### src/rtl/localizer_pkg.sv
// Shared types and width helpers for the spectral sector localizer.
package localizer_pkg;

    // Frame-level control states.
    typedef enum logic [1:0] {
        ST_ACCUM  = 2'd0,
        ST_SCAN   = 2'd1,
        ST_REPORT = 2'd2
    } state_t;

    // Width of the winning-sector index (sectors are channels 1..num_mics-1).
    function automatic int sector_idx_w(input int num_mics);
        return (num_mics > 2) ? $clog2(num_mics - 1) : 1;
    endfunction

    // Width of a full channel index (central mic plus sectors).
    function automatic int chan_idx_w(input int num_mics);
        return (num_mics > 2) ? $clog2(num_mics) : 1;
    endfunction

endpackage

### src/rtl/sector_energy.sv
// Combinational per-channel energy estimate |re| + |im|.
// The most negative sample maps to its true magnitude 2^(SAMPLE_W-1),
// so each magnitude is formed one bit wider than the input.
module sector_energy #(
    parameter int SAMPLE_W = 16
) (
    input  logic [SAMPLE_W-1:0] re,
    input  logic [SAMPLE_W-1:0] im,
    output logic [SAMPLE_W:0]   energy
);

    logic [SAMPLE_W:0] re_ext;
    logic [SAMPLE_W:0] im_ext;
    logic [SAMPLE_W:0] re_mag;
    logic [SAMPLE_W:0] im_mag;

    assign re_ext = {re[SAMPLE_W-1], re};
    assign im_ext = {im[SAMPLE_W-1], im};

    assign re_mag = re_ext[SAMPLE_W] ? (~re_ext + (SAMPLE_W+1)'(1)) : re_ext;
    assign im_mag = im_ext[SAMPLE_W] ? (~im_ext + (SAMPLE_W+1)'(1)) : im_ext;

    // Each magnitude is at most 2^(SAMPLE_W-1), so the sum cannot overflow.
    assign energy = re_mag + im_mag;

endmodule

### src/rtl/spectral_sector_localizer.sv
// Spectral sector localizer: accumulates per-channel band energy over an FFT
// frame, smooths the sector energies across frames and reports the loudest
// sector when it clears a runtime threshold.
module spectral_sector_localizer
    import localizer_pkg::*;
#(
    parameter int NUM_MICS  = 4,
    parameter int SAMPLE_W  = 16,
    parameter int MAX_BINS  = 256,
    localparam int BIN_W    = $clog2(MAX_BINS),
    parameter int ACC_W     = SAMPLE_W + 1 + BIN_W,
    localparam int SEC_W    = sector_idx_w(NUM_MICS)
) (
    input  logic                           clk_in,
    input  logic                           rst_in,
    input  logic [NUM_MICS*2*SAMPLE_W-1:0] fft_data_in,
    input  logic                           fft_valid_in,
    input  logic                           fft_last_in,
    input  logic [BIN_W-1:0]               lower_bound_in,
    input  logic [BIN_W-1:0]               upper_bound_in,
    input  logic [2:0]                     smooth_shift_in,
    input  logic [ACC_W-1:0]               min_mag_in,
    output logic                           localizer_ready_out,
    output logic                           bin_valid_out,
    output logic [SEC_W-1:0]               bin_out,
    output logic [ACC_W-1:0]               magnitude_out,
    output logic                           frame_dropped_out
);

    localparam int NUM_SEC = NUM_MICS - 1;
    localparam int E_W     = SAMPLE_W + 1;
    localparam int CH_W    = chan_idx_w(NUM_MICS);

    localparam logic [BIN_W-1:0] LAST_BIN = BIN_W'(MAX_BINS - 1);
    localparam logic [ACC_W-1:0] ACC_MAX  = '1;
    localparam logic [SEC_W-1:0] LAST_SEC = SEC_W'(NUM_SEC - 1);

    state_t            state_q;
    state_t            state_d;

    logic [BIN_W-1:0]  count_q;
    logic [BIN_W-1:0]  lower_q;
    logic [BIN_W-1:0]  upper_q;
    logic              accept;
    logic              contrib;

    logic [E_W-1:0]    energy  [NUM_MICS];
    logic [ACC_W:0]    acc_sum [NUM_MICS];
    // Entry 0 holds the central-mic energy; it is kept for future use and is
    // never a sector candidate.
    logic [ACC_W-1:0]  acc_q   [NUM_MICS];
    logic [ACC_W-1:0]  sm_q    [NUM_SEC];

    logic [SEC_W-1:0]  scan_idx_q;
    logic [CH_W-1:0]   scan_ch;
    logic [ACC_W-1:0]  sec_acc;
    logic [ACC_W-1:0]  sec_sm;
    logic signed [ACC_W:0] diff;
    logic signed [ACC_W:0] step;
    logic signed [ACC_W:0] blend;
    logic [ACC_W-1:0]  sm_next;
    logic [ACC_W-1:0]  max_q;
    logic [SEC_W-1:0]  max_idx_q;

    assign localizer_ready_out = (state_q == ST_ACCUM);
    assign accept  = fft_valid_in && localizer_ready_out;
    // Beat 0 can never contribute, so the stale bounds seen on that beat are harmless.
    assign contrib = accept && (count_q > lower_q) && (count_q < upper_q);

    // One energy unit per channel; channel 0 sits in the LSBs, re below im.
    for (genvar c = 0; c < NUM_MICS; c++) begin : g_chan
        sector_energy #(
            .SAMPLE_W (SAMPLE_W)
        ) u_energy (
            .re     (fft_data_in[c*2*SAMPLE_W +: SAMPLE_W]),
            .im     (fft_data_in[c*2*SAMPLE_W + SAMPLE_W +: SAMPLE_W]),
            .energy (energy[c])
        );

        assign acc_sum[c] = {1'b0, acc_q[c]} + (ACC_W+1)'(energy[c]);
    end

    // Beat counter and per-frame window latch.
    // NOTE: sequential state is always written with <= so every flop samples
    // the pre-edge values, independent of statement order.
    always_ff @(posedge clk_in) begin
        if (rst_in) begin
            count_q <= '0;
            lower_q <= '0;
            upper_q <= '0;
        end else if (accept) begin
            if (count_q == '0) begin
                lower_q <= lower_bound_in;
                upper_q <= upper_bound_in;
            end
            if (fft_last_in) begin
                count_q <= '0;
            end else if (count_q != LAST_BIN) begin
                count_q <= count_q + BIN_W'(1);
            end
        end
    end

    // FSM state register.
    always_ff @(posedge clk_in) begin
        if (rst_in) begin
            state_q <= ST_ACCUM;
        end else begin
            state_q <= state_d;
        end
    end

    // FSM next-state logic.
    // NOTE: the default assignment first guarantees state_d is driven on every
    // path, so no latch is inferred.
    always_comb begin
        state_d = state_q;
        case (state_q)
            ST_ACCUM:  if (accept && fft_last_in) state_d = ST_SCAN;
            ST_SCAN:   if (scan_idx_q == LAST_SEC) state_d = ST_REPORT;
            ST_REPORT: state_d = ST_ACCUM;
            default:   state_d = ST_ACCUM;
        endcase
    end

    // Saturating energy accumulators, cleared after each report.
    // NOTE: these arrays are reset explicitly because a reset must discard any
    // partial frame; storage without that requirement would be left unreset.
    always_ff @(posedge clk_in) begin
        if (rst_in || state_q == ST_REPORT) begin
            for (int c = 0; c < NUM_MICS; c++) begin
                acc_q[c] <= '0;
            end
        end else if (contrib) begin
            for (int c = 0; c < NUM_MICS; c++) begin
                acc_q[c] <= acc_sum[c][ACC_W] ? ACC_MAX : acc_sum[c][ACC_W-1:0];
            end
        end
    end

    // Smoothing datapath for the sector currently being scanned.
    always_comb begin
        scan_ch = CH_W'(scan_idx_q) + CH_W'(1);
        sec_acc = acc_q[scan_ch];
        sec_sm  = sm_q[scan_idx_q];
        diff    = $signed({1'b0, sec_acc}) - $signed({1'b0, sec_sm});
        step    = diff >>> smooth_shift_in;
        blend   = $signed({1'b0, sec_sm}) + step;
        // The blend always lands between sm and acc, so it fits ACC_W unsigned.
        sm_next = (smooth_shift_in == 3'd0) ? sec_acc : ACC_W'(blend);
    end

    // Sector scan: update one smoothed value per cycle and track the maximum.
    always_ff @(posedge clk_in) begin
        if (rst_in) begin
            scan_idx_q <= '0;
            max_q      <= '0;
            max_idx_q  <= '0;
            for (int s = 0; s < NUM_SEC; s++) begin
                sm_q[s] <= '0;
            end
        end else if (state_q == ST_SCAN) begin
            sm_q[scan_idx_q] <= sm_next;
            scan_idx_q       <= scan_idx_q + SEC_W'(1);
            // Strict compare keeps the lower index on ties.
            if (scan_idx_q == '0 || sm_next > max_q) begin
                max_q     <= sm_next;
                max_idx_q <= scan_idx_q;
            end
        end else begin
            scan_idx_q <= '0;
        end
    end

    // Result registers and one-cycle status pulses.
    always_ff @(posedge clk_in) begin
        if (rst_in) begin
            bin_valid_out     <= 1'b0;
            bin_out           <= '0;
            magnitude_out     <= '0;
            frame_dropped_out <= 1'b0;
        end else begin
            bin_valid_out     <= 1'b0;
            frame_dropped_out <= fft_valid_in && fft_last_in && !localizer_ready_out;
            if (state_q == ST_REPORT && max_q >= min_mag_in) begin
                bin_valid_out <= 1'b1;
                bin_out       <= max_idx_q;
                magnitude_out <= max_q;
            end
        end
    end

endmodule

### config.mk
export PLATFORM = sky130hd
export DESIGN_NAME = spectral_sector_localizer
export DESIGN_NICKNAME = d
export VERILOG_FILES = /design/src/rtl/localizer_pkg.sv /design/src/rtl/sector_energy.sv /design/src/rtl/spectral_sector_localizer.sv
export SDC_FILE = /design/constraint.sdc
export NUM_CORES = 1
export LEC_CHECK = 0
export CELL_PAD_IN_SITES_DETAIL_PLACEMENT = 1
export CELL_PAD_IN_SITES_GLOBAL_PLACEMENT = 1
export CORE_MARGIN = 3
export CORE_UTILIZATION = 46
export CTS_CLUSTER_DIAMETER = 60
export DETAILED_ROUTE_END_ITERATION = 12
export PLACE_DENSITY = 0.93
export SLEW_MARGIN = 20
export SYNTH_ARGS = -nofsm -noshare
export SYNTH_HDL_FRONTEND = slang
export SYNTH_SLANG_ARGS = --single-unit
### constraint.sdc
create_clock -name clk_in -period 10.5 [get_ports clk_in]
set_input_delay 2.625 -clock clk_in [delete_from_list [all_inputs] [get_ports clk_in]]
set_output_delay 2.625 -clock clk_in [all_outputs]
set_load 0.02 [all_outputs]
# [Word level (Yosys, flattened, before mapping)]
# Memories as Yosys holds them, arrays and structs flattened. A register that Yosys moved wholly into a read port is not among the register bits.
# Cells that the tools add are included.
[classes] eq_ne=6 n_shift=1 reduce_logical=21 order_cmp=4 add_sub_neg=20 muxes=37 n_bitwise=13
[op_table] operator="$mux 25" count=10
[op_table] operator="$add 17x1->17 const B" count=8
[op_table] operator="$mux 17" count=8
[op_table] operator="$not 17->17" count=8
[op_table] operator="$add 25x17->26" count=4
[op_table] operator="$add 17x17->17" count=4
[op_table] operator="$sshr 26x3->25" count=1
[op_table] operator="$sub 25x25->26" count=1
[op_table] operator="$add 25x25->25" count=1
[op_table] operator="$ge 25x25->1" count=1
[op_table] operator="$gt 25x25->1" count=1
[op_table] operator="$reduce_or 25->1" count=1
[op_table] operator="$mux 8" count=2
[op_table] operator="$mux 1" count=12
[op_table] operator="$add 8x1->8 const B" count=1
[op_table] operator="$gt 8x8->1" count=1
[op_table] operator="$logic_not 8->1" count=1
[op_table] operator="$lt 8x8->1" count=1
[op_table] operator="$mux 2" count=4
[op_table] operator="$ne 8x8->1 const B" count=1
[op_table] operator="$reduce_and 2->1" count=4
[op_table] operator="$logic_and 1x1->1" count=7
[op_table] operator="$eq 2x2->1 const B" count=2
[op_table] operator="$logic_not 2->1" count=2
[op_table] operator="other kinds (12)" count=16
[word_totals] mem_count=2 ram_bits=175 register_bits=84 input_bits=176 output_inout_bits=30
[mem_list] memory="acc_q" words=4 word_bits=25 rd=5 rd_ports_with_merged_regs=0 write_ports=4 line_no="spectral_sector_localizer.sv:51" source="logic [ACC_W-1:0] acc_q [NUM_MICS];"
[mem_list] memory="sm_q" words=3 word_bits=25 rd=1 rd_ports_with_merged_regs=1 write_ports=3 line_no="spectral_sector_localizer.sv:52" source="logic [ACC_W-1:0] sm_q [NUM_SEC];"

# [Logic depth before layout (Yosys ltp)]
# An unclocked memory read counts as a cell.
[logic_depth] word_depth=9 mapped_depth=42 depth_no_buf=36

# [Hierarchy]
# From an unflattened synthesis, not the netlist that was laid out.
[hier_totals] hier_cells=2805 hier_area_um2=25473.2
[by_module_without_submodules] mod="spectral_sector_localizer" cells_per_inst=2030 area_per_inst_um2=20035.5 instances=1
[by_module_without_submodules] mod="sector_energy at g_chan[1].u_energy ..." cells_per_inst=195 area_per_inst_um2=1363.8 instances=3
[by_module_without_submodules] mod="sector_energy at g_chan[0].u_energy" cells_per_inst=190 area_per_inst_um2=1346.3 instances=1

# [Least setup slack after synthesis]
# Ideal clock, no wire load.
[synth_timing] path_type="register to register" start="register scan_idx_q[0]" end="register max_q[24]" t_arrival_ns=9.461 path_stages_with_launch=41 synth_period_minus_slack_ns=9.592 t_required_ns=10.369 setup_ns=0.131 n_path_buf=7 setup_slack_ns=0.908 path_cell_list="dfxtp_1 -> clkbuf_1 -> buf_2 -> buf_1 -> inv_1 -> ha_1 -> clkbuf_1 -> clkbuf_1 -> mux4_2 -> inv_1 -> ha_1 -> inv_1 -> fa_1 -> a211oi_2 -> o211ai_1 -> a221oi_2 -> o31ai_1 -> a2111oi_0 -> [5 not listed] -> a21o_1 -> a21oi_1 -> o211ai_1 -> a31oi_1 -> nor2b_1 -> a211o_1 -> xor2_1 -> mux2i_1 -> inv_1 -> ha_1 -> a21o_1 -> a211o_1 -> a211o_1 -> a2111oi_0 -> a21oi_1 -> clkbuf_1 -> a31oi_1 -> o21ai_0"
[synth_between] elab_chain_cells=9
[synth_rtl] item="start: declaration" line_no="spectral_sector_localizer.sv:54" source="logic [SEC_W-1:0] scan_idx_q;"
[synth_rtl] item="start signal: assignment" line_no="spectral_sector_localizer.sv:164" source="scan_idx_q <= scan_idx_q + SEC_W'(1);"
[synth_rtl] item="$add 2x1->2 *" line_no="spectral_sector_localizer.sv:143" source="scan_ch = CH_W'(scan_idx_q) + CH_W'(1);"
[synth_rtl] item="via scan_ch[0]" line_no="spectral_sector_localizer.sv:55" source="logic [CH_W-1:0] scan_ch;"
[synth_rtl] item="$mem_v2 4x25 *"
[synth_rtl] item="$sub 25x25->26" line_no="spectral_sector_localizer.sv:146" source="diff = $signed({1'b0, sec_acc}) - $signed({1'b0, sec_sm});"
[synth_rtl] item="$sshr 26x3->25" line_no="spectral_sector_localizer.sv:147" source="step = diff >>> smooth_shift_in;"
[synth_rtl] item="$add 25x25->25" line_no="spectral_sector_localizer.sv:148" source="blend = $signed({1'b0, sec_sm}) + step;"
[synth_rtl] item="$mux 25 *" line_no="spectral_sector_localizer.sv:150" source="sm_next = (smooth_shift_in == 3'd0) ? sec_acc : ACC_W'(blend);"
[synth_rtl] item="via sm_next[23]" line_no="spectral_sector_localizer.sv:61" source="logic [ACC_W-1:0] sm_next;"
[synth_rtl] item="$gt 25x25->1 *" line_no="spectral_sector_localizer.sv:166" source="if (scan_idx_q == '0 || sm_next > max_q) begin"
[synth_rtl] item="$logic_or 1x1->1 *" line_no="spectral_sector_localizer.sv:166"
[synth_rtl] item="$reduce_and 2->1 (no source line) *"
[synth_rtl] item="end signal: assignment" line_no="spectral_sector_localizer.sv:167" source="max_q <= sm_next;"
[synth_rtl] item="end: declaration" line_no="spectral_sector_localizer.sv:62" source="logic [ACC_W-1:0] max_q;"
# The timed path passes the listed nets; every way through them passes the cells marked *.
# A chain may end at the register's enable or synchronous reset.

# [Final worst setup path]
[layout_timing] start="register scan_idx_q[0]" end="register max_q[12]"
# Same word-level chain as after synthesis.

==> results.tsv <==
metric	value	unit
initial_core_util	0.470	
reg2reg_to	max_q[12]	
yosysWarnings	0	
globalRouteOverflowTotal	0	
criticalPathCategory	flop to flop	
comb_power_share	0.557	
async_reset_ff_frac	0	
drv_cap	0	
die_w	239	um
port_buffers	205	
route.detailed.wl_per_inst	26.0	um
worst_pin_slew	1.15	ns
p_per_area	204	mW/mm^2
rsz0062_at_grt	no	
hold_class	flop to flop	
hold_viol_final	0	
num-nets-final	3391	
drv_slew	0	
ys_top_cells_by_area	edfxtp_1, ha_1, dfxtp_1, xnor2_1, mux4_2	
post-synth-top-count-cell	nor2_1	
fin_crit	10.15	ns
cp.required	10.87	ns
cp-start-kind	flop	
outcome	completed	
grt_use_total	0.312	
vias	24000	
syn_to_final_growth	15.9	%
irDropWorstVdd	144	uV
drive_gt1_frac	0.0596	
fillers	6018	
cp-end-kind	flop	
wirelength	95300	um
syn_inst	2760	
ant_nets	0	
clk_path_buf_depth	3	
seq_area	0.00769	sq mm
multi_input_area	0.0163	sq mm
rrSetupSlack	0.35	ns
postCtsHoldBufs	0	
grt_pass1_vias	25600	
synth_nets	3206	
timing.final.crit_share	0.966	
holdWs	0.471	ns
final-setup-viol-count	0	
yosys-top-cells-count	nor2_1, ha_1, a21oi_1, nand2_1, edfxtp_1	
crit_start	scan_idx_q[0]	
coreArea	0.0531	sq mm
rr_worst_depth	34	
switchingPower	2.67	mW
path_max_fanout	31	
critPathSlowestCell	a2111oi_1	
power_frac_clock	0.203	
drc_errors	0	
grt_pass1_wl	142000	um
io_pins	206	
grt_max_degree	101	
antenna_found_initial	1	
leakage	11.7	nW
cts.sinks	284	
synth_area_leader_cell	edfxtp_1	
p_int	3.22	mW
cts_tree	yes	
via_per_inst	6.57	
synth_top_area_share	0.241	
clockRootBuffer	clkbuf_16	
synth_edf_count	200	
numCtsBuffers	35	
htreeDepth	2	
crit-reg2reg-launch	scan_idx_q[0]	
fmax	98.6	MHz
clk-insertion-delay-late	0.57	ns
synth_flop_cell	edfxtp_1	
yosysSeqAreaShare	0.308	
drt_iter0_drc	2132	
gp_congestion	0.932	
synth_area	0.0250	sq mm
seq_power_share	0.240	
synth_cell_types	82	
path_clk_slew	0.07	ns
finalClockSkew	0.0238	ns
first_pass_iters	5	
syn_area_per_cell	9.04	sq um
slew_headroom	0.233	
slowest_delay	0.59	ns
placementRows	84	
swShare	0.453	
dieArea	0.0571	sq mm
post-dp-hpwl	66600	um
endpoint	max_q[12]	
die_h	239	um
synth_seq_cells	284	
arrival	10.52	ns
crit_top_cell	ha_1	
tns	0	ns
## stage by stage
step                std cells  setup WS, ns  power, mW  area (sq um)  utilization
finish                   3658         0.353       5.90         28900        0.545
global placement         3593         0.843       4.18         27800        0.523
CTS                      3654        0.0897       5.72         28800        0.543
floorplan                2760         0.908       3.53         25000            -
global route             3657        0.0405       6.16         28900        0.545
detailed placement       3593         0.417       4.43         27800        0.523
## timing repair
action                                  in CTS  in global routing
endpoints found under the setup margin       0                 27
buffers inserted                             0                  1
resized for setup                            0                  5
## flip-flops by register name (all words and copies together), names as in the netlist, 2 cells and up
| register | cells |
|---|---|
| acc_q | 100 |
| sm_q | 100 |
| magnitude_out | 25 |
| max_q | 25 |
| count_q | 8 |
| lower_q | 8 |
| upper_q | 8 |
| bin_out | 2 |
| max_idx_q | 2 |
| scan_idx_q | 2 |
| state_q | 2 |
## worst max-delay path: cells and delay by family (launching register included)
kind | cells | cell delay [ns]
muxes | 5 | 1.63
adders and majority gates | 4 | 1.63
xor gates and xnor gates | 2 | 0.40
and+or+nand+nor | 4 | 0.70
buffers and inverters | 4 | 0.90
DFF | 1 | 0.53
AOI/OAI and AO/OA | 15 | 4.13
## cell usage in the layout, fill, tap and decap left out, types with 15 or more instances in the layout
cell type        netlist  final
inv_1                193    193
o21a_1                42     42
nand3_1               56     56
mux4_2                53     53
o21bai_1              18     18
or3_1                 43     43
o31ai_1               52     50
dfxtp_1               84     83
a211oi_1              47     47
and3_1                15     15
a21oi_1              226    225
a21o_1                59     59
o41ai_1               17     16
xnor2_1              190    190
a31oi_1               25     25
nand2b_1              35     35
mux2i_1               69     68
clkdlybuf4s50_1        0    204
edfxtp_1             200    200
nand2_1              206    205
o211ai_1              15     15
nor2_1               285    285
o21ai_0              109    109
nor3_1                72     72
nand4_1               22     22
nor2b_1               22     22
or4_1                 15     15
ha_1                 260    260
buf_4                  1     27
clkbuf_16              0     35
xor2_1                71     71
## how the worst min path moves through the flow
stage                           from    endpoint  slack (ns)  cells after the start
after CTS                 upper_q[1]  upper_q[1]        0.47                      2
after global placement    upper_q[3]  upper_q[3]        0.45                      2
after floorplan           lower_q[1]  lower_q[1]        0.43                      2
after detailed placement  lower_q[4]  lower_q[4]        0.45                      2
final                     lower_q[7]  lower_q[7]        0.47                      2
after global routing      lower_q[7]  lower_q[7]        0.50                      2
## power groups by stage
stage                     Clock [mW]  Sequential (mW)  Combinational [mW]
after floorplan                    0             1.38                2.15
after global placement             0             1.42                2.77
after detailed placement           0             1.43                3.00
after CTS                       1.17             1.41                3.15
after global routing            1.22             1.41                3.52
final                           1.20             1.41                3.28
## cells by family (layout without fill, tap and decap cells)
group,after synthesis,in the layout,synth area share
xor+xnor,261,261,0.0916
mux,136,136,0.0818
simple gates,833,833,0.157
other cells,0,1,0
compound gates,694,694,0.180
flops,284,284,0.308
fa+ha+maj,270,270,0.138
buf+inv,282,491,0.0428
## area by class of cell
cell class,count,area share
Clock buffer,44,0.0315
Timing Repair Buffer,235,0.0807
Sequential cell,284,0.266
Inverter,195,0.0253
Tap cell,688,0.0298
Clock inverter,17,0.00441
Antenna cell,1,0.0000865
Multi-Input combinational cell,2194,0.562
## metal layers
layer  up-vias  track usage  part of all wire
met5         -            0           0.00014
met4         2        0.210             0.077
met3       448       0.0504             0.070
met2      1318        0.562              0.50
met1     11800        0.337              0.36
li1      10500            -                 -
Note: power is estimated with default switching activity, not from simulation.
